==> src/rtl/conv_ctrl_pkg.sv <==
// conv_ctrl shared package
// datapath widths and FSM state encoding
package conv_pkg;
  localparam int BIT_W       = 8;
  localparam int PE_IMAGE_W  = 144;
  localparam int PE_KERNEL_W = 144;
  localparam int PE_OUT_W    = 16;
  localparam int PIX_W       = 2 * BIT_W;
  localparam int WIN_N       = 9;

  typedef enum logic [2:0] {
    S_IDLE = 3'd0,
    S_LOAD = 3'd1,
    S_WAIT = 3'd2,
    S_CALC = 3'd3,
    S_OUT  = 3'd4,
    S_DONE = 3'd5
  } state_t;
endpackage

==> src/rtl/conv_ctrl_if.sv <==
// conv_ctrl SRAM read port and output stream
// master = controller side, slave = memory / sink side
interface conv_ctrl_if #(
  parameter int ADDR_W = 12
) ();
  import conv_pkg::*;

  logic                o_rd_en;
  logic [ADDR_W-1:0]   o_rd_addr;
  logic [PIX_W-1:0]    i_rd_data;
  logic                o_out_valid;
  logic [PE_OUT_W-1:0] o_out_data;
  logic [ADDR_W-1:0]   o_out_addr;
  logic                i_out_ready;

  modport master (
    output o_rd_en, o_rd_addr,
    output o_out_valid, o_out_data, o_out_addr,
    input  i_rd_data, i_out_ready
  );

  modport slave (
    input  o_rd_en, o_rd_addr,
    input  o_out_valid, o_out_data, o_out_addr,
    output i_rd_data, i_out_ready
  );
endinterface

==> src/rtl/conv_ctrl_addr_gen.sv <==
// conv_ctrl window counters and address generation
// ox/oy walk output pixels, k walks the 3x3 window
module conv_addr_gen
  import conv_pkg::*;
#(
  parameter int IMG_W  = 8,
  parameter int IMG_H  = 8,
  parameter int ADDR_W = 12
) (
  input  logic              clk_i,
  input  logic              rst_ni,
  input  logic              clr_i,
  input  logic              step_i,
  input  logic              adv_i,
  output logic [3:0]        k_o,
  output logic              last_k_o,
  output logic              last_px_o,
  output logic [ADDR_W-1:0] rd_addr_o,
  output logic [ADDR_W-1:0] out_idx_o
);
  localparam int CW = 7;

  logic [1:0]    kc_q, kc_d, kr_q, kr_d;
  logic [3:0]    k_q, k_d;
  logic [CW-1:0] ox_q, ox_d, oy_q, oy_d;
  logic [ADDR_W-1:0] row_a, col_a;

  // counter registers
  always_ff @(posedge clk_i or negedge rst_ni) begin
    if (!rst_ni) begin
      kc_q <= '0;
      kr_q <= '0;
      k_q  <= '0;
      ox_q <= '0;
      oy_q <= '0;
    end else begin
      kc_q <= kc_d;
      kr_q <= kr_d;
      k_q  <= k_d;
      ox_q <= ox_d;
      oy_q <= oy_d;
    end
  end

  // clear on start, step window per read, advance after handshake
  always_comb begin
    kc_d = kc_q;
    kr_d = kr_q;
    k_d  = k_q;
    ox_d = ox_q;
    oy_d = oy_q;
    unique case (1'b1)
      clr_i: begin
        kc_d = '0;
        kr_d = '0;
        k_d  = '0;
        ox_d = '0;
        oy_d = '0;
      end
      step_i: begin
        k_d = last_k_o ? 4'd0 : k_q + 4'd1;
        if (kc_q == 2'd2) begin
          kc_d = '0;
          kr_d = (kr_q == 2'd2) ? 2'd0 : kr_q + 2'd1;
        end else begin
          kc_d = kc_q + 2'd1;
        end
      end
      adv_i: begin
        if (ox_q == CW'(IMG_W - 3)) begin
          ox_d = '0;
          oy_d = oy_q + 1'b1;
        end else begin
          ox_d = ox_q + 1'b1;
        end
      end
      default: ;
    endcase
  end

  // pixel read address and output index
  always_comb begin
    row_a     = ADDR_W'(oy_q) + ADDR_W'(kr_q);
    col_a     = ADDR_W'(ox_q) + ADDR_W'(kc_q);
    rd_addr_o = row_a * ADDR_W'(IMG_W) + col_a;
    out_idx_o = ADDR_W'(oy_q) * ADDR_W'(IMG_W - 2)
              + ADDR_W'(ox_q);
  end

  assign k_o       = k_q;
  assign last_k_o  = (k_q == 4'd8);
  assign last_px_o = (ox_q == CW'(IMG_W - 3))
                  && (oy_q == CW'(IMG_H - 3));
endmodule

==> src/rtl/conv_ctrl.sv <==
// conv_ctrl: 3x3 two-channel convolution sequencer
// fetches each window from SRAM, feeds PE, streams results
module conv_ctrl
  import conv_pkg::*;
#(
  parameter int IMG_W  = 8,
  parameter int IMG_H  = 8,
  parameter int ADDR_W = 12
) (
  input  logic                   i_clk,
  input  logic                   i_rst_n,
  input  logic                   i_start,
  input  logic [PE_KERNEL_W-1:0] i_kernel,
  output logic                   o_busy,
  output logic                   o_done,
  output logic [PE_IMAGE_W-1:0]  o_pe_image,
  output logic [PE_KERNEL_W-1:0] o_pe_kernel,
  input  logic [PE_OUT_W-1:0]    i_pe_result,
  conv_ctrl_if.master            bus
);
  state_t state_q, state_d;

  logic              clr, step, adv, calc;
  logic [3:0]        k, cap_k_q;
  logic              cap_v_q;
  logic              last_k, last_px;
  logic [ADDR_W-1:0] ag_addr, out_idx;

  logic [PE_KERNEL_W-1:0] kern_q;
  logic [PE_IMAGE_W-1:0]  img_q;
  logic [PE_OUT_W-1:0]    od_q;
  logic [ADDR_W-1:0]      oa_q;

  conv_addr_gen #(
    .IMG_W (IMG_W),
    .IMG_H (IMG_H),
    .ADDR_W(ADDR_W)
  ) u_ag (
    .clk_i    (i_clk),
    .rst_ni   (i_rst_n),
    .clr_i    (clr),
    .step_i   (step),
    .adv_i    (adv),
    .k_o      (k),
    .last_k_o (last_k),
    .last_px_o(last_px),
    .rd_addr_o(ag_addr),
    .out_idx_o(out_idx)
  );

  // state register
  always_ff @(posedge i_clk or negedge i_rst_n) begin
    if (!i_rst_n) state_q <= S_IDLE;
    else          state_q <= state_d;
  end

  // next-state logic
  always_comb begin
    state_d = state_q;
    unique case (state_q)
      S_IDLE: if (i_start) state_d = S_LOAD;
      S_LOAD: if (last_k) state_d = S_WAIT;
      S_WAIT: state_d = S_CALC;
      S_CALC: state_d = S_OUT;
      S_OUT: begin
        if (bus.i_out_ready)
          state_d = last_px ? S_DONE : S_LOAD;
      end
      S_DONE: state_d = S_IDLE;
      default: state_d = S_IDLE;
    endcase
  end

  // state-decoded outputs and strobes
  always_comb begin
    o_busy          = (state_q != S_IDLE);
    o_done          = (state_q == S_DONE);
    bus.o_rd_en     = (state_q == S_LOAD);
    bus.o_out_valid = (state_q == S_OUT);
    bus.o_rd_addr   = bus.o_rd_en ? ag_addr : '0;
    clr  = (state_q == S_IDLE) && i_start;
    step = (state_q == S_LOAD);
    calc = (state_q == S_CALC);
    adv  = bus.o_out_valid && bus.i_out_ready;
  end

  // kernel latch, window capture one cycle after each read, result hold
  always_ff @(posedge i_clk or negedge i_rst_n) begin
    if (!i_rst_n) begin
      kern_q  <= '0;
      img_q   <= '0;
      cap_v_q <= 1'b0;
      cap_k_q <= '0;
      od_q    <= '0;
      oa_q    <= '0;
    end else begin
      cap_v_q <= step;
      cap_k_q <= k;
      if (clr) kern_q <= i_kernel;
      if (cap_v_q) begin
        for (int i = 0; i < WIN_N; i++) begin
          if (cap_k_q == 4'(i)) begin
            img_q[PE_IMAGE_W-1-BIT_W*i -: BIT_W]
              <= bus.i_rd_data[PIX_W-1 -: BIT_W];
            img_q[PE_IMAGE_W/2-1-BIT_W*i -: BIT_W]
              <= bus.i_rd_data[BIT_W-1:0];
          end
        end
      end
      if (calc) begin
        od_q <= i_pe_result;
        oa_q <= out_idx;
      end
    end
  end

  assign o_pe_image     = img_q;
  assign o_pe_kernel    = kern_q;
  assign bus.o_out_data = od_q;
  assign bus.o_out_addr = oa_q;
endmodule

==> src/flat_wrapper.sv <==
// flat-port wrapper written by rule: the top's interface ports become plain ports
module conv_ctrl_flat import conv_pkg::*;
#(
  parameter int IMG_W  = 8,
  parameter int IMG_H  = 8,
  parameter int ADDR_W = 12
)
  (i_clk, i_rst_n, i_start, i_kernel, o_busy, o_done, o_pe_image, o_pe_kernel, i_pe_result, bus_o_rd_en, bus_o_rd_addr, bus_o_out_valid, bus_o_out_data, bus_o_out_addr, bus_i_rd_data, bus_i_out_ready);
  conv_ctrl_if #(.ADDR_W(ADDR_W)) bus_i ();
  input  logic i_clk;
  input  logic i_rst_n;
  input  logic i_start;
  input  logic [PE_KERNEL_W-1:0] i_kernel;
  output logic o_busy;
  output logic o_done;
  output logic [PE_IMAGE_W-1:0] o_pe_image;
  output logic [PE_KERNEL_W-1:0] o_pe_kernel;
  input  logic [PE_OUT_W-1:0] i_pe_result;
  output wire logic [$bits(bus_i.o_rd_en)-1:0] bus_o_rd_en;
  output wire logic [$bits(bus_i.o_rd_addr)-1:0] bus_o_rd_addr;
  output wire logic [$bits(bus_i.o_out_valid)-1:0] bus_o_out_valid;
  output wire logic [$bits(bus_i.o_out_data)-1:0] bus_o_out_data;
  output wire logic [$bits(bus_i.o_out_addr)-1:0] bus_o_out_addr;
  input wire logic [$bits(bus_i.i_rd_data)-1:0] bus_i_rd_data;
  input wire logic [$bits(bus_i.i_out_ready)-1:0] bus_i_out_ready;
  assign bus_o_rd_en = bus_i.o_rd_en;
  assign bus_o_rd_addr = bus_i.o_rd_addr;
  assign bus_o_out_valid = bus_i.o_out_valid;
  assign bus_o_out_data = bus_i.o_out_data;
  assign bus_o_out_addr = bus_i.o_out_addr;
  assign bus_i.i_rd_data = bus_i_rd_data;
  assign bus_i.i_out_ready = bus_i_out_ready;
  conv_ctrl #(.IMG_W(IMG_W), .IMG_H(IMG_H), .ADDR_W(ADDR_W)) u_core (.i_clk(i_clk), .i_rst_n(i_rst_n), .i_start(i_start), .i_kernel(i_kernel), .o_busy(o_busy), .o_done(o_done), .o_pe_image(o_pe_image), .o_pe_kernel(o_pe_kernel), .i_pe_result(i_pe_result), .bus(bus_i));
endmodule
==> config.mk <==
export PLATFORM = sky130hd
export DESIGN_NAME = conv_ctrl_flat
export DESIGN_NICKNAME = d
export VERILOG_FILES = /design/src/rtl/conv_ctrl_pkg.sv /design/src/rtl/conv_ctrl_if.sv /design/src/rtl/conv_ctrl_addr_gen.sv /design/src/rtl/conv_ctrl.sv /design/src/flat_wrapper.sv
export SDC_FILE = /design/constraint.sdc
export NUM_CORES = 1
export LEC_CHECK = 0
export BUFFER_PORTS_ARGS = -buffer_cell sky130_fd_sc_hd__clkbuf_2
export CAP_MARGIN = 0
export CORE_AREA = 10 10 191 193
export DETAILED_ROUTE_END_ITERATION = 8
export DIE_AREA = 0 0 201 203
export GPL_ROUTABILITY_DRIVEN = 0
export PLACE_DENSITY = 0.81
export SLEW_MARGIN = 20
export SYNTH_ARGS = -nofsm -noshare
export SYNTH_HDL_FRONTEND = slang
export SYNTH_SLANG_ARGS = --single-unit
==> constraint.sdc <==
create_clock -name i_clk -period 3.3 [get_ports i_clk]
set_input_delay 0.165 -clock i_clk [delete_from_list [all_inputs] [get_ports i_clk]]
set_output_delay 0.165 -clock i_clk [all_outputs]
set_load 0.005 [all_outputs]
Word-level counts from Yosys, hierarchy flattened
Cells that the tools add are included.
- reduce and logical (&&, ||, !) cells: 20
- equality and inequality tests: 23
- $mul: 1
- multiplexer cells: 17
- $add $sub $neg: 9
- operators by type and width (cell ; count):
    case mux 7 bit (2 select lines) ; 2
    AND reduction 2 bit ; 11
    adder 7 x 2 -> 8 bit ; 2
    equality test 4 x 3 -> 1 bit, second input constant ; 4
    case mux 3 bit (5 select lines) ; 1
    adder 7 x 1 -> 7 bit, second input constant ; 2
    equality test 7 x 3 -> 1 bit, second input constant ; 2
    two-way mux 7 bit ; 2
    adder 11 x 8 -> 12 bit ; 1
    two-way mux 12 bit ; 1
    two-way mux 3 bit ; 4
    adder 10 x 7 -> 11 bit ; 1
    multiplier 7 x 2 -> 9 bit, second input constant ; 1
    equality test 4 x 2 -> 1 bit, second input constant ; 2
    equality test 4 bit, second input constant ; 2
    inequality test 2 bit, second input constant ; 4
    case mux 2 bit (2 select lines) ; 2
    case mux 4 bit (2 select lines) ; 1
    equality test 3 x 2 -> 1 bit, second input constant ; 2
    equality test 3 bit, second input constant ; 2
    two-way mux 2 bit ; 3
    adder 2 x 1 -> 2 bit, second input constant ; 2
    adder 4 x 1 -> 4 bit, second input constant ; 1
    equality test 2 bit, second input constant ; 2
    other kinds (10) ; 13
- logic and storage cells: 90
- bits in registers: 346
- input port bits: 180

Depth between registers and ports, before layout
Gate-level depths: netlist of run 1.
- depth in word-level cells: 5
- gate-level depth with buffers: 11
- gate-level depth less buffers: 11

Hierarchy
From an unflattened synthesis of run 1, not the netlist that was laid out.
- cell total of the unflattened synthesis: 1002
- area total of the unflattened synthesis: 14826.7 um^2
- by module, submodules not included (module ; instances ; area each (um^2) ; cells an instance):
    conv_ctrl ; 1 ; 12420.7 ; 719
    conv_addr_gen ; 1 ; 2406.1 ; 283

Worst setup path after synthesis of run 1
No wires, ideal clock.
- path kind: flip-flop to flip-flop
- start point: register u_core.u_ag.oy_q[1]
- end point: register u_core.oa_q[9], in the netlist u_core.bus.o_out_addr[9]
- period minus slack after synthesis: 2.624 ns
- stages on the path, launching flop included: 11
- setup slack: 0.676 ns
- path buffers: 0
- arrival: 2.528 ns
- cell sequence: dfrtp_1 -> ha_1 -> fa_1 -> nor2b_1 -> o21ai_0 -> a21oi_1 -> ha_1 -> or2_2 -> o22a_1 -> and4_1 -> o31ai_1
- longest elaborated chain between the ends: 2
- RTL lines (element ; line ; text):
    start, declared ; conv_ctrl_addr_gen.sv:25 ; logic [CW-1:0] ox_q, ox_d, oy_q, oy_d;
    start signal, assigned ; conv_ctrl_addr_gen.sv:41 ; oy_q <= oy_d;
    multiplier 7 x 2 -> 9 bit ; conv_ctrl_addr_gen.sv:86 ; out_idx_o = ADDR_W'(oy_q) * ADDR_W'(IMG_W - 2)
    adder 10 x 7 -> 11 bit ; conv_ctrl_addr_gen.sv:87 ; + ADDR_W'(ox_q);
    end signal, assigned ; conv_ctrl.sv:112 ; oa_q <= out_idx;
    end, declared ; conv_ctrl.sv:32 ; logic [ADDR_W-1:0] oa_q;
No other way between the ends.
A chain may end at the register's enable or synchronous reset.

Worst setup path after layout of run 1
- start point: register u_core.u_ag.kr_q[0]
- end point: output port bus_o_rd_addr[10]
- longest elaborated chain between the ends: 3
- RTL lines (element ; line ; text):
    start, declared ; conv_ctrl_addr_gen.sv:23 ; logic [1:0] kc_q, kc_d, kr_q, kr_d;
    start signal, assigned ; conv_ctrl_addr_gen.sv:38 ; kr_q <= kr_d;
    adder 7 x 2 -> 8 bit ; conv_ctrl_addr_gen.sv:83 ; row_a = ADDR_W'(oy_q) + ADDR_W'(kr_q);
    adder 11 x 8 -> 12 bit ; conv_ctrl_addr_gen.sv:85 ; rd_addr_o = row_a * ADDR_W'(IMG_W) + col_a;
    two-way mux 12 bit ; conv_ctrl.sv:80 ; bus.o_rd_addr = bus.o_rd_en ? ag_addr : '0;
    end, declared ; flat_wrapper.sv:20 ; output wire logic [$bits(bus_i.o_rd_addr)-1:0] bus_o_rd_addr;
No other way between the ends.

==> results.ini, run 1 <==
[synthesis]
synthCells = 1330
synth-seq-cells = 345
synth_commonest_cells = nand2_1, dfrtp_1, mux2_2
avgSynthCellArea_um2 = 10.8
ys_async_sr_fraction = 1.00
syn-cell-area_um2 = 14300
ys.flop_type = dfrtp_1
synth.top_cells.by_area = dfrtp_1, nand2_1, mux2_2, ha_1, o21ai_0
yosys.cell_types.count = 57
yosysWarnings = 0
yosys.area.top_type = dfrtp_1
seq_area_frac_synth = 0.603
synth-edff-count = 0
synth_top_area_frac = 0.603
yosysMostFrequentCell = nand2_1
synth_fp_nets = 1543

[worst_hold_path]
hold_path.class = in -> reg
min_from = bus_i_out_ready

[place]
io_buffers = 510
place_inst = 2251
place_ws_ns = 0.341
post-dp-hpwl_um = 33800
placed_area_um2 = 17400

[route]
wl_per_cell_um = 21.6
viasPerCell = 5.33
drt_wl_total_um = 53900
drtIter0Drc = 883
num_vias = 13285
drtPass1Iterations = 7
antenna_left = 0
drc = 0

[clock_tree]
clock_path_buffers = 3
root_buffer = clkbuf_16
clkSinkCount = 345
numCtsBuffers = 36
cts-htree-levels = 2
tritoncts = built
clk_pin_slew_ns = 0.06
clk_latency_ns = 0.52

[timing]
whs_ns = 0.0436
maxSlewHeadroom = 0.375
finalHoldViolations = 0
slew_violations = 0
fin_crit_ns = 3.32
fmax_mhz = 301
finalSetupViolCount = 1
skew_ns = 0.0159
worst_slew_pin_slew_ns = 0.938
post-route-period-util = 1.01
layout_setup_ws_ns = -0.0176

[layout]
drive_gt1_frac = 0.378
finalNonFillerCells = 2492
multiInputGateArea_um2 = 5490
area_growth_pct = 43.1
fillers = 2306
design_area_um2 = 20500
nets = 2229
ff_latch_area_um2 = 8640

[run_status]
status = finished, violations left
failed_checks = setup timing

[die]
die_w_um = 201
io_pins = 512
start_util = 0.441
dieArea_um2 = 40800
core_um2 = 32500
dieHeight_um = 203
fp-row-count = 66

[power_and_ir_drop]
power_frac_comb = 0.354
p_seq_frac = 0.411
switching_share = 0.353
p_switching_w = 0.00645
p_clk_frac = 0.236
cell_internal_pwr_w = 0.0118
vdd_drop_max_v = 0.000463
power_density_nw_per_um2 = 891
leakage_nw = 10.8

[flow_run]
drv_cap = 0

[worst_setup_path]
r2r_slack_ns = 0.37
path_max_fanout = 5
arrival_ns = 3.15
startpoint = u_core.u_ag.kr_q[0]
critical_path_required_ns = 3.13
timing.rr.start = u_core.u_ag.oy_q[0]
reg2regPathDepth = 11
timing_worst_setup_path_type = reg -> out
end_kind = primary output
cp-endpoint = bus_o_rd_addr[10]
r2r_end = u_core.bus.o_out_addr[9]
cp-start-kind = flop

[global_routing]
grtUsageTotal = 0.251
grt_pass1_vias = 14057
grt_pass1_wl_um = 82100
antenna_found_initial = 11
grt_max_degree = 115
grt_overflow = 0

[cell usage in the layout, fill, tap and decap left out, types with 4 or more instances in the layout]
| cell type | instances |
|---|---|
| bufinv_16 | 5 |
| nor2b_1 | 5 |
| a21oi_1 | 10 |
| dlygate4sd3_1 | 162 |
| clkbuf_16 | 37 |
| o31ai_1 | 7 |
| dfrtp_1 | 342 |
| clkbuf_2 | 507 |
| nor3_1 | 11 |
| nand3_1 | 14 |
| diode_2 | 11 |
| ha_1 | 25 |
| o21a_1 | 5 |
| nor2_1 | 29 |
| nand3b_1 | 5 |
| buf_4 | 32 |
| nand2b_1 | 5 |
| nand4_1 | 6 |
| inv_1 | 14 |
| xor2_1 | 4 |
| xnor2_1 | 13 |
| o21ai_0 | 30 |
| nand2_1 | 520 |
| a31oi_1 | 4 |
| a21o_1 | 5 |
| ha_4 | 4 |
| mux2_2 | 144 |
| clkbuf_1 | 7 |
| clkbuf_8 | 8 |
| or3_1 | 6 |
[logic make-up after synthesis]
| logic type | Yosys count | share of synthesized area |
|---|---|---|
| simple gates | 629 | 0.180 |
| flops | 345 | 0.603 |
| mux | 146 | 0.115 |
| compound gates | 83 | 0.0372 |
| buf+inv | 74 | 0.0219 |
| fa+ha+maj | 33 | 0.0309 |
| xor+xnor | 19 | 0.0116 |
| other cells | 1 | 0.000262 |
[critical path, stage by stage, from the launching register on]
cell and delay (ns):
dfrtp_2 0.44, ha_4 0.19, fa_2 0.49, ha_4 0.32, o21ai_0 0.15, a211o_1 0.35
nor4_4 0.29, mux2i_1 0.24, buf_2 0.16
[power by group through the flow]
| stage | logic, W | registers [W] | clock network, W |
|---|---|---|---|
| final | 0.00645 | 0.00749 | 0.00430 |
| after global routing | 0.00700 | 0.00768 | 0.00453 |
| after CTS | 0.00626 | 0.00735 | 0.00436 |
| after detailed placement | 0.00606 | 0.00736 | 0 |
| after global placement | 0.00585 | 0.00726 | 0 |
| after floorplan | 0.00266 | 0.00733 | 0 |
[layer usage]
metal  wire length [µm]  up-vias  GRT usage  share of wire
met5                  0        -          0              0
met4               2820        0      0.126          0.052
met3               4920      219     0.0694          0.091
met2              26800      873      0.425           0.50
met1              19400     6450      0.287           0.36
li1                   -     5743          -              -
[how the worst min path moves through the flow]
stage / depth (start not counted) / slack [ns] / endpoint
6_report: 4 / 0.04 / u_core.state_q[2]
5_1_grt: 2 / 0.04 / u_core.o_pe_image[29]
4_1_cts: 4 / 0.009 / u_core.state_q[2]
3_5_place_dp: 1 / 0.31 / u_core.o_pe_kernel[65]
3_3_place_gp: 1 / 0.31 / u_core.o_pe_kernel[65]
2_1_floorplan: 0 / -0.13 / u_core.bus.o_out_addr[0]
[state kept, by name (all words and copies together) (netlist names)]
| register | count |
|---|---|
| u_core.bus.o_out_addr | 11 |
| u_core.bus.o_out_data | 16 |
| u_core.cap_k_q | 4 |
| u_core.cap_v_q | 1 |
| u_core.o_pe_image | 144 |
| u_core.o_pe_kernel | 144 |
| u_core.state_q | 3 |
| u_core.u_ag.k_o | 4 |
| u_core.u_ag.kc_q | 2 |
| u_core.u_ag.kr_q | 2 |
| u_core.u_ag.ox_q | 7 |
| u_core.u_ag.oy_q | 7 |
[final cells by class]
class                   instances  area share
diodes                         11     0.00134
clock buffers                  52      0.0519
clock inverters                 9     0.00886
inverters                      15     0.00275
multi-input cells             911       0.268
flip-flops and latches        345       0.422
well taps                     442      0.0270
repair buffers                707       0.219
[what timing repair did]
item	in CTS	in global routing
pin swaps	3	7
hold buffers	162	0
buffers inserted	2	5
hold endpoints to repair	267	0
gates resized for setup	10	13
setup endpoints to repair	4	4
[metrics by stage]
| step | total power (W) | setup TNS [ns] | utilization |
|---|---|---|---|
| 2_1_floorplan | 0.00999 | 0 | - |
| 3_3_place_gp | 0.0131 | 0 | 0.537 |
| 3_5_place_dp | 0.0134 | 0 | 0.537 |
| 4_1_cts | 0.0180 | 0 | 0.627 |
| 5_1_grt | 0.0192 | -0.130 | 0.631 |
| 6_report | 0.0182 | -0.0176 | 0.631 |
(Power assumes the default switching activity.)
==> run 2, diff against run 1 <==
--- a/config.mk
+++ b/config.mk
@@ -5,13 +5,14 @@
 export SDC_FILE = /design/constraint.sdc
 export NUM_CORES = 1
 export LEC_CHECK = 0
-export BUFFER_PORTS_ARGS = -buffer_cell sky130_fd_sc_hd__clkbuf_2
 export CAP_MARGIN = 0
 export CORE_AREA = 10 10 191 193
 export DETAILED_ROUTE_END_ITERATION = 8
 export DIE_AREA = 0 0 201 203
+export DONT_BUFFER_PORTS = 1
 export GPL_ROUTABILITY_DRIVEN = 0
-export PLACE_DENSITY = 0.81
+export PLACE_DENSITY = 0.68
+export REMOVE_ABC_BUFFERS = 1
 export SLEW_MARGIN = 20
 export SYNTH_ARGS = -nofsm -noshare
 export SYNTH_HDL_FRONTEND = slang
==> run 2 against run 1 <==
Effect of this change:
- the flow finishes with violations (hold timing)
- worst setup slack improved by 0.17 ns
- wire length fell by 18%
- sequential share of layout area rose by 6.2 points
==> results.ini, run 2 (synthesis results as in run 1) <==
[global_routing]
antenna_found_initial = 3  ; was 11
grt_pass1_wl_um = 67500  ; was 82100 µm
grt_pass1_vias = 11004  ; was 14.1k
grt_overflow = 0  ; unchanged
grtUsageTotal = 0.208  ; was 0.251
grt_max_degree = 346  ; was 115

[die]
die_w_um = 201  ; unchanged
dieHeight_um = 203  ; unchanged
fp-row-count = 66  ; unchanged
core_um2 = 32500  ; unchanged
start_util = 0.441  ; unchanged
dieArea_um2 = 40800  ; unchanged
io_pins = 512  ; unchanged

[worst_setup_path]
arrival_ns = 2.99  ; was 3.15 ns
crit_top_cell = ha_1  ; was ha_4
worst-path-buf-inv = 0  ; was 1
critical_path_required_ns = 3.13  ; about the same
crit_path_cell_trace = ha_1 -> fa_2 -> ha_1 -> nand3_1 -> o21ai_2 -> a31oi_2 -> o31a_1 -> nor3_2  ; was ha_4 -> fa_2 -> ha_4 -> o21ai_0 -> a211o_1 -> nor4_4 -> mux2i_1 -> buf_2
timing.rr.start = u_core.u_ag.oy_q[1]  ; was u_core.u_ag.oy_q[0]
timing_worst_setup_path_type = reg -> out  ; unchanged
r2r_slack_ns = 0.46  ; was 0.37 ns
path_max_fanout = 7  ; was 5
end_kind = primary output  ; unchanged
cp_top_family = adder cells  ; unchanged
reg2regPathDepth = 10  ; was 11
cp-start-kind = flop  ; unchanged
slowest_delay_ns = 0.46  ; was 0.49 ns
critPathSlowestCell = dfrtp_2  ; was fa_2
r2r_end = u_core.bus.o_out_addr[9]  ; unchanged

[layout]
final_common_cell = nand2_1  ; unchanged
nets = 1714  ; was 2229
drive_gt1_frac = 0.159  ; was 0.378
area_growth_pct = 24.9  ; was 43.1%
ff_latch_area_um2 = 8630  ; was 8640 µm²
fillers = 2663  ; was 2306
mostFrequentLayoutCells = nand2_1, dfrtp_1, dlygate4sd3_1  ; was nand2_1, clkbuf_2, dfrtp_1
multiInputGateArea_um2 = 5430  ; was 5490 µm²

[flow_run]
drv_cap = 0  ; unchanged

[clock_tree]
tritoncts = built  ; unchanged
clock_path_buffers = 3  ; unchanged
numCtsBuffers = 36  ; unchanged
clkSinkCount = 345  ; unchanged
clk_latency_ns = 0.52  ; about the same
clk_pin_slew_ns = 0.07  ; was 0.06 ns
ctsHoldBuffers = 178  ; was 162
cts-htree-levels = 2  ; unchanged
root_buffer = clkbuf_16  ; unchanged

[worst_hold_path]
hold_path.class = in -> async  ; was in -> reg

[route]
drc = 0  ; unchanged
num_vias = 10524  ; was 13.3k
drtIter0Drc = 622  ; was 883
drtPass1Iterations = 5  ; was 7
drt_wl_total_um = 44200  ; was 53900 µm
antenna_left = 0  ; unchanged
viasPerCell = 5.33  ; about the same
wl_per_cell_um = 22.4  ; was 21.6 µm

[power_and_ir_drop]
vdd_drop_max_v = 0.000440  ; was 0.000463 V
leakage_nw = 8.56  ; was 10.8 nW
power_density_nw_per_um2 = 898  ; was 891 nW/µm²
power_w = 0.0160  ; was 0.0182 W

[timing]
setup-tns-final_ns = 0  ; was -0.0176 ns
slew_violations = 0  ; unchanged
fmax_mhz = 317  ; was 301 MHz
fin_crit_ns = 3.15  ; was 3.32 ns
maxSlewHeadroom = 0.371  ; was 0.375
rsz0062_at_grt = false
worst_slew_pin_slew_ns = 0.941  ; was 0.938 ns
finalHoldViolations = 345  ; was 0
finalSetupViolCount = 0  ; was 1
skew_ns = 0.0160  ; was 0.0159 ns
post-route-period-util = 0.955  ; was 1.01
whs_ns = -0.659  ; was 0.0436 ns

[run_status]
status = finished, violations left  ; unchanged
failed_checks = hold timing  ; was setup timing

[place]
io_buffers = 0  ; was 510
post-dp-hpwl_um = 29900  ; was 33800 µm

## run 2: metrics by stage
step	setup slack, ns	util	std cells	instance area [µm²]
CTS	-0.0151	0.550	1970	17800
detailed placement	0.465	0.455	1726	14800
global placement	0.534	0.455	1726	14800
global route	0.00388	0.551	1973	17900
floorplan	-3.07	-	1271	14100
finish	0.149	0.551	1973	17900
## run 2: worst max-delay path by stage
| stage | startpoint | to | slack (ns) | cells past startpoint |
|---|---|---|---|---|
| 5_1_grt | u_core.u_ag.oy_q[0] | bus_o_rd_addr[9] | 0.004 | 8 |
| 2_1_floorplan | u_core.state_q[2] | u_core.u_ag.k_o[2] | -3.07 | 5 |
| 4_1_cts | u_core.u_ag.oy_q[0] | bus_o_rd_addr[10] | -0.02 | 8 |
| 3_3_place_gp | u_core.u_ag.oy_q[0] | bus_o_rd_addr[10] | 0.53 | 8 |
| 6_report | u_core.u_ag.oy_q[0] | bus_o_rd_addr[9] | 0.15 | 8 |
| 3_5_place_dp | u_core.u_ag.oy_q[1] | u_core.bus.o_out_addr[9] | 0.46 | 10 |
## run 2: power breakdown
| part | leakage (nW) | internal, W | switching (W) |
|---|---|---|---|
| logic | 3.68 | 0.00169 | 0.00180 |
| registers | 4.25 | 0.00618 | 0.00202 |
| clock network | 0.631 | 0.00269 | 0.00167 |
| total | 8.56 | 0.0106 | 0.00549 |
## run 2: worst reg2reg max path: stages (launching register included)
cell	delay [ns]
dfrtp_1	0.49
ha_1	0.31
fa_1	0.41
nor2b_1	0.17
o21ai_0	0.16
a21oi_1	0.09
ha_1	0.22
or2_2	0.28
o22a_1	0.20
and4_1	0.21
o31ai_1	0.21
## run 2: cell type report
class,count,area share
Tap cell,442,0.0309
Antenna cell,2,0.000280
Inverter,15,0.00315
Timing Repair Buffer,192,0.106
Sequential cell,345,0.483
Clock buffer,53,0.0608
Multi-Input combinational cell,911,0.304
Clock inverter,13,0.0118
## run 2: routing by layer
layer / part of all wire / routed length (µm) / up-vias / track usage
met1: 0.36 / 16100 / 5235 / 0.234
met3: 0.11 / 4920 / 102 / 0.0906
met2: 0.50 / 21900 / 485 / 0.348
met4: 0.029 / 1300 / 2 / 0.0679
li1: - / - / 4700 / -
met5: 0.00020 / 9 / - / 0
## run 2: repair_timing
action                     CTS  global route
hold endpoints to repair   653           345
setup endpoints to repair    2             4
pin swaps                    0             3
resized for setup            3             7
setup buffers                0             1
==> run 3, diff against run 2 <==
--- a/config.mk
+++ b/config.mk
@@ -11,6 +11,7 @@
 export DIE_AREA = 0 0 201 203
 export DONT_BUFFER_PORTS = 1
 export GPL_ROUTABILITY_DRIVEN = 0
+export HOLD_SLACK_MARGIN = 0.12
 export PLACE_DENSITY = 0.68
 export REMOVE_ABC_BUFFERS = 1
 export SLEW_MARGIN = 20
==> run 3 against run 2 <==
Effect of this change:
- wire length is essentially flat
- critical endpoint unchanged
- utilization is the same
- largest power group unchanged
- via count grew 0.61%
- global-route usage is essentially flat
- sequential cell count is the same
- worst hold slack lost 0.0011 ns
- first-iteration DRC count shrank 6.4%
- register-to-register slack is essentially flat
- the run still ends with hold timing left
==> results.ini, run 3 (synthesis results as in run 1) <==
[global_routing]
grt_pass1_vias = 11007  ; about the same
grtUsageTotal = 0.208  ; about the same
grt_overflow = 0  ; unchanged
antenna_found_initial = 3  ; unchanged
grt_max_degree = 346  ; unchanged
grt_pass1_wl_um = 67500  ; about the same

[die]
dieArea_um2 = 40800  ; unchanged
die_w_um = 201  ; unchanged
dieHeight_um = 203  ; unchanged
start_util = 0.441  ; unchanged
io_pins = 512  ; unchanged
core_um2 = 32500  ; unchanged
fp-row-count = 66  ; unchanged

[worst_setup_path]
timing_worst_setup_path_type = reg -> out  ; unchanged
reg2regPathDepth = 10  ; unchanged
end_kind = primary output  ; unchanged
slowest_delay_ns = 0.46  ; about the same
critical_path_required_ns = 3.13  ; about the same
path_max_fanout = 7  ; unchanged
arrival_ns = 2.98  ; was 2.99 ns
crit_top_cell = ha_1  ; unchanged
critPathSlowestCell = dfrtp_2  ; unchanged
cp-start-kind = flop  ; unchanged
crit_path_cell_trace = ha_1 -> fa_2 -> ha_1 -> nand3_1 -> o21ai_2 -> a31oi_2 -> o31a_1 -> nor3_2  ; unchanged

[power_and_ir_drop]
p_seq_frac = 0.511  ; about the same
power_density_nw_per_um2 = 898  ; about the same
power_frac_comb = 0.218  ; was 0.217
switching_share = 0.343  ; was 0.342
leakage_nw = 8.56  ; unchanged
cell_internal_pwr_w = 0.0106  ; unchanged
p_clk_frac = 0.272  ; about the same
p_switching_w = 0.00550  ; was 0.00549 W
vdd_drop_max_v = 0.000440  ; about the same

[layout]
mostFrequentLayoutCells = nand2_1, dfrtp_1, dlygate4sd3_1  ; unchanged
area_growth_pct = 24.9  ; unchanged
nets = 1714  ; unchanged
drive_gt1_frac = 0.159  ; unchanged
final_common_cell = nand2_1  ; unchanged

[route]
viasPerCell = 5.37  ; was 5.33
wl_per_cell_um = 22.4  ; about the same
drtIter0Drc = 582  ; was 622
num_vias = 10588  ; was 10.5k
drt_wl_total_um = 44300  ; was 44200 µm
antenna_left = 0  ; unchanged
drc = 0  ; unchanged
drtPass1Iterations = 6  ; was 5

[timing]
finalHoldViolations = 345  ; unchanged
post-route-period-util = 0.952  ; was 0.955
skew_ns = 0.0165  ; was 0.0160 ns
slew_violations = 0  ; unchanged
worst_slew_pin_slew_ns = 0.950  ; was 0.941 ns
fmax_mhz = 318  ; was 317 MHz
layout_setup_ws_ns = 0.159  ; was 0.149 ns
fin_crit_ns = 3.14  ; was 3.15 ns
whs_ns = -0.660  ; was -0.659 ns
finalSetupViolCount = 0  ; unchanged
rsz0062_at_grt = false  ; unchanged
maxSlewHeadroom = 0.367  ; was 0.371

[clock_tree]
root_buffer = clkbuf_16  ; unchanged
clock_path_buffers = 3  ; unchanged
ctsHoldBuffers = 178  ; unchanged
cts-htree-levels = 2  ; unchanged
clkSinkCount = 345  ; unchanged
clk_pin_slew_ns = 0.07  ; about the same
numCtsBuffers = 36  ; unchanged
clk_latency_ns = 0.52  ; about the same
tritoncts = built  ; unchanged

[run_status]
status = finished, violations left  ; unchanged
failed_checks = hold timing  ; unchanged

[place]
io_buffers = 0  ; unchanged
post-dp-hpwl_um = 29900  ; unchanged
place_ws_ns = 0.465  ; unchanged

[flow_run]
drv_cap = 0  ; unchanged

[worst_hold_path]
hold_path.class = in -> async  ; unchanged

==> run 3: power by group through the flow <==
| stage | Combinational (W) | Clock (W) | Sequential (W) |
|---|---|---|---|
| floorplan | 0.00262 | 0 | 0.00736 |
| global placement | 0.00305 | 0 | 0.00822 |
| detailed placement | 0.00325 | 0 | 0.00826 |
| CTS | 0.00345 | 0.00446 | 0.00822 |
| global route | 0.00394 | 0.00463 | 0.00844 |
| finish | 0.00349 | 0.00436 | 0.00820 |
==> run 3: cell type report <==
class,count,area [µm²]
clock inverters,13,210
multi-input cells,911,5430
diodes,2,5.00
inverters,15,56.3
flip-flops and latches,345,8630
clock buffers,53,1090
well taps,442,553
fillers,2663,14600
repair buffers,192,1900
==> run 3: critical path: cells and delay by family, from the launching register on <==
family | cells | cell delay [ns]
flops | 1 | 0.46
compound gates | 3 | 0.67
fa+ha+maj | 3 | 1.01
simple gates | 2 | 0.32
==> run 3: repair_timing <==
action,CTS,global route
setup buffers,0,1
endpoints found under the hold margin,655,345
pin swaps,0,3
cloned,0,0
endpoints found under the setup margin,2,4
gates resized for setup,3,7
==> run 3: path summary, 6_finish.rpt <==
path | from | to | slack (ns)
max in group asynchronous | i_rst_n | u_core.u_ag.oy_q[0] | 3.49
max reg2reg | u_core.u_ag.oy_q[1] | u_core.bus.o_out_addr[9] | 0.46
min in group i_clk | i_start | u_core.u_ag.ox_q[6] | 0.17
min reg2reg | u_core.u_ag.k_o[3] | u_core.cap_k_q[3] | 0.43
min | i_rst_n | u_core.o_pe_image[138] | -0.66
max | u_core.u_ag.oy_q[0] | bus_o_rd_addr[9] | 0.16
==> run 3: layer usage <==
layer	share of wire	track usage
met1	0.36	0.234
met2	0.49	0.348
met3	0.11	0.0906
met4	0.031	0.0679
met5	0.00020	0
==> run 3: through the flow <==
stage	TNS (ns)	utilization	cells	instance area (µm²)	power, W
2_1_floorplan	-382.81	-	1271	14100	0.00997
3_3_place_gp	0	0.455	1726	14800	0.0113
3_5_place_dp	0	0.455	1726	14800	0.0115
4_1_cts	-0.0151	0.550	1970	17800	0.0161
5_1_grt	0	0.551	1973	17900	0.0170
6_report	0	0.551	1973	17900	0.0161
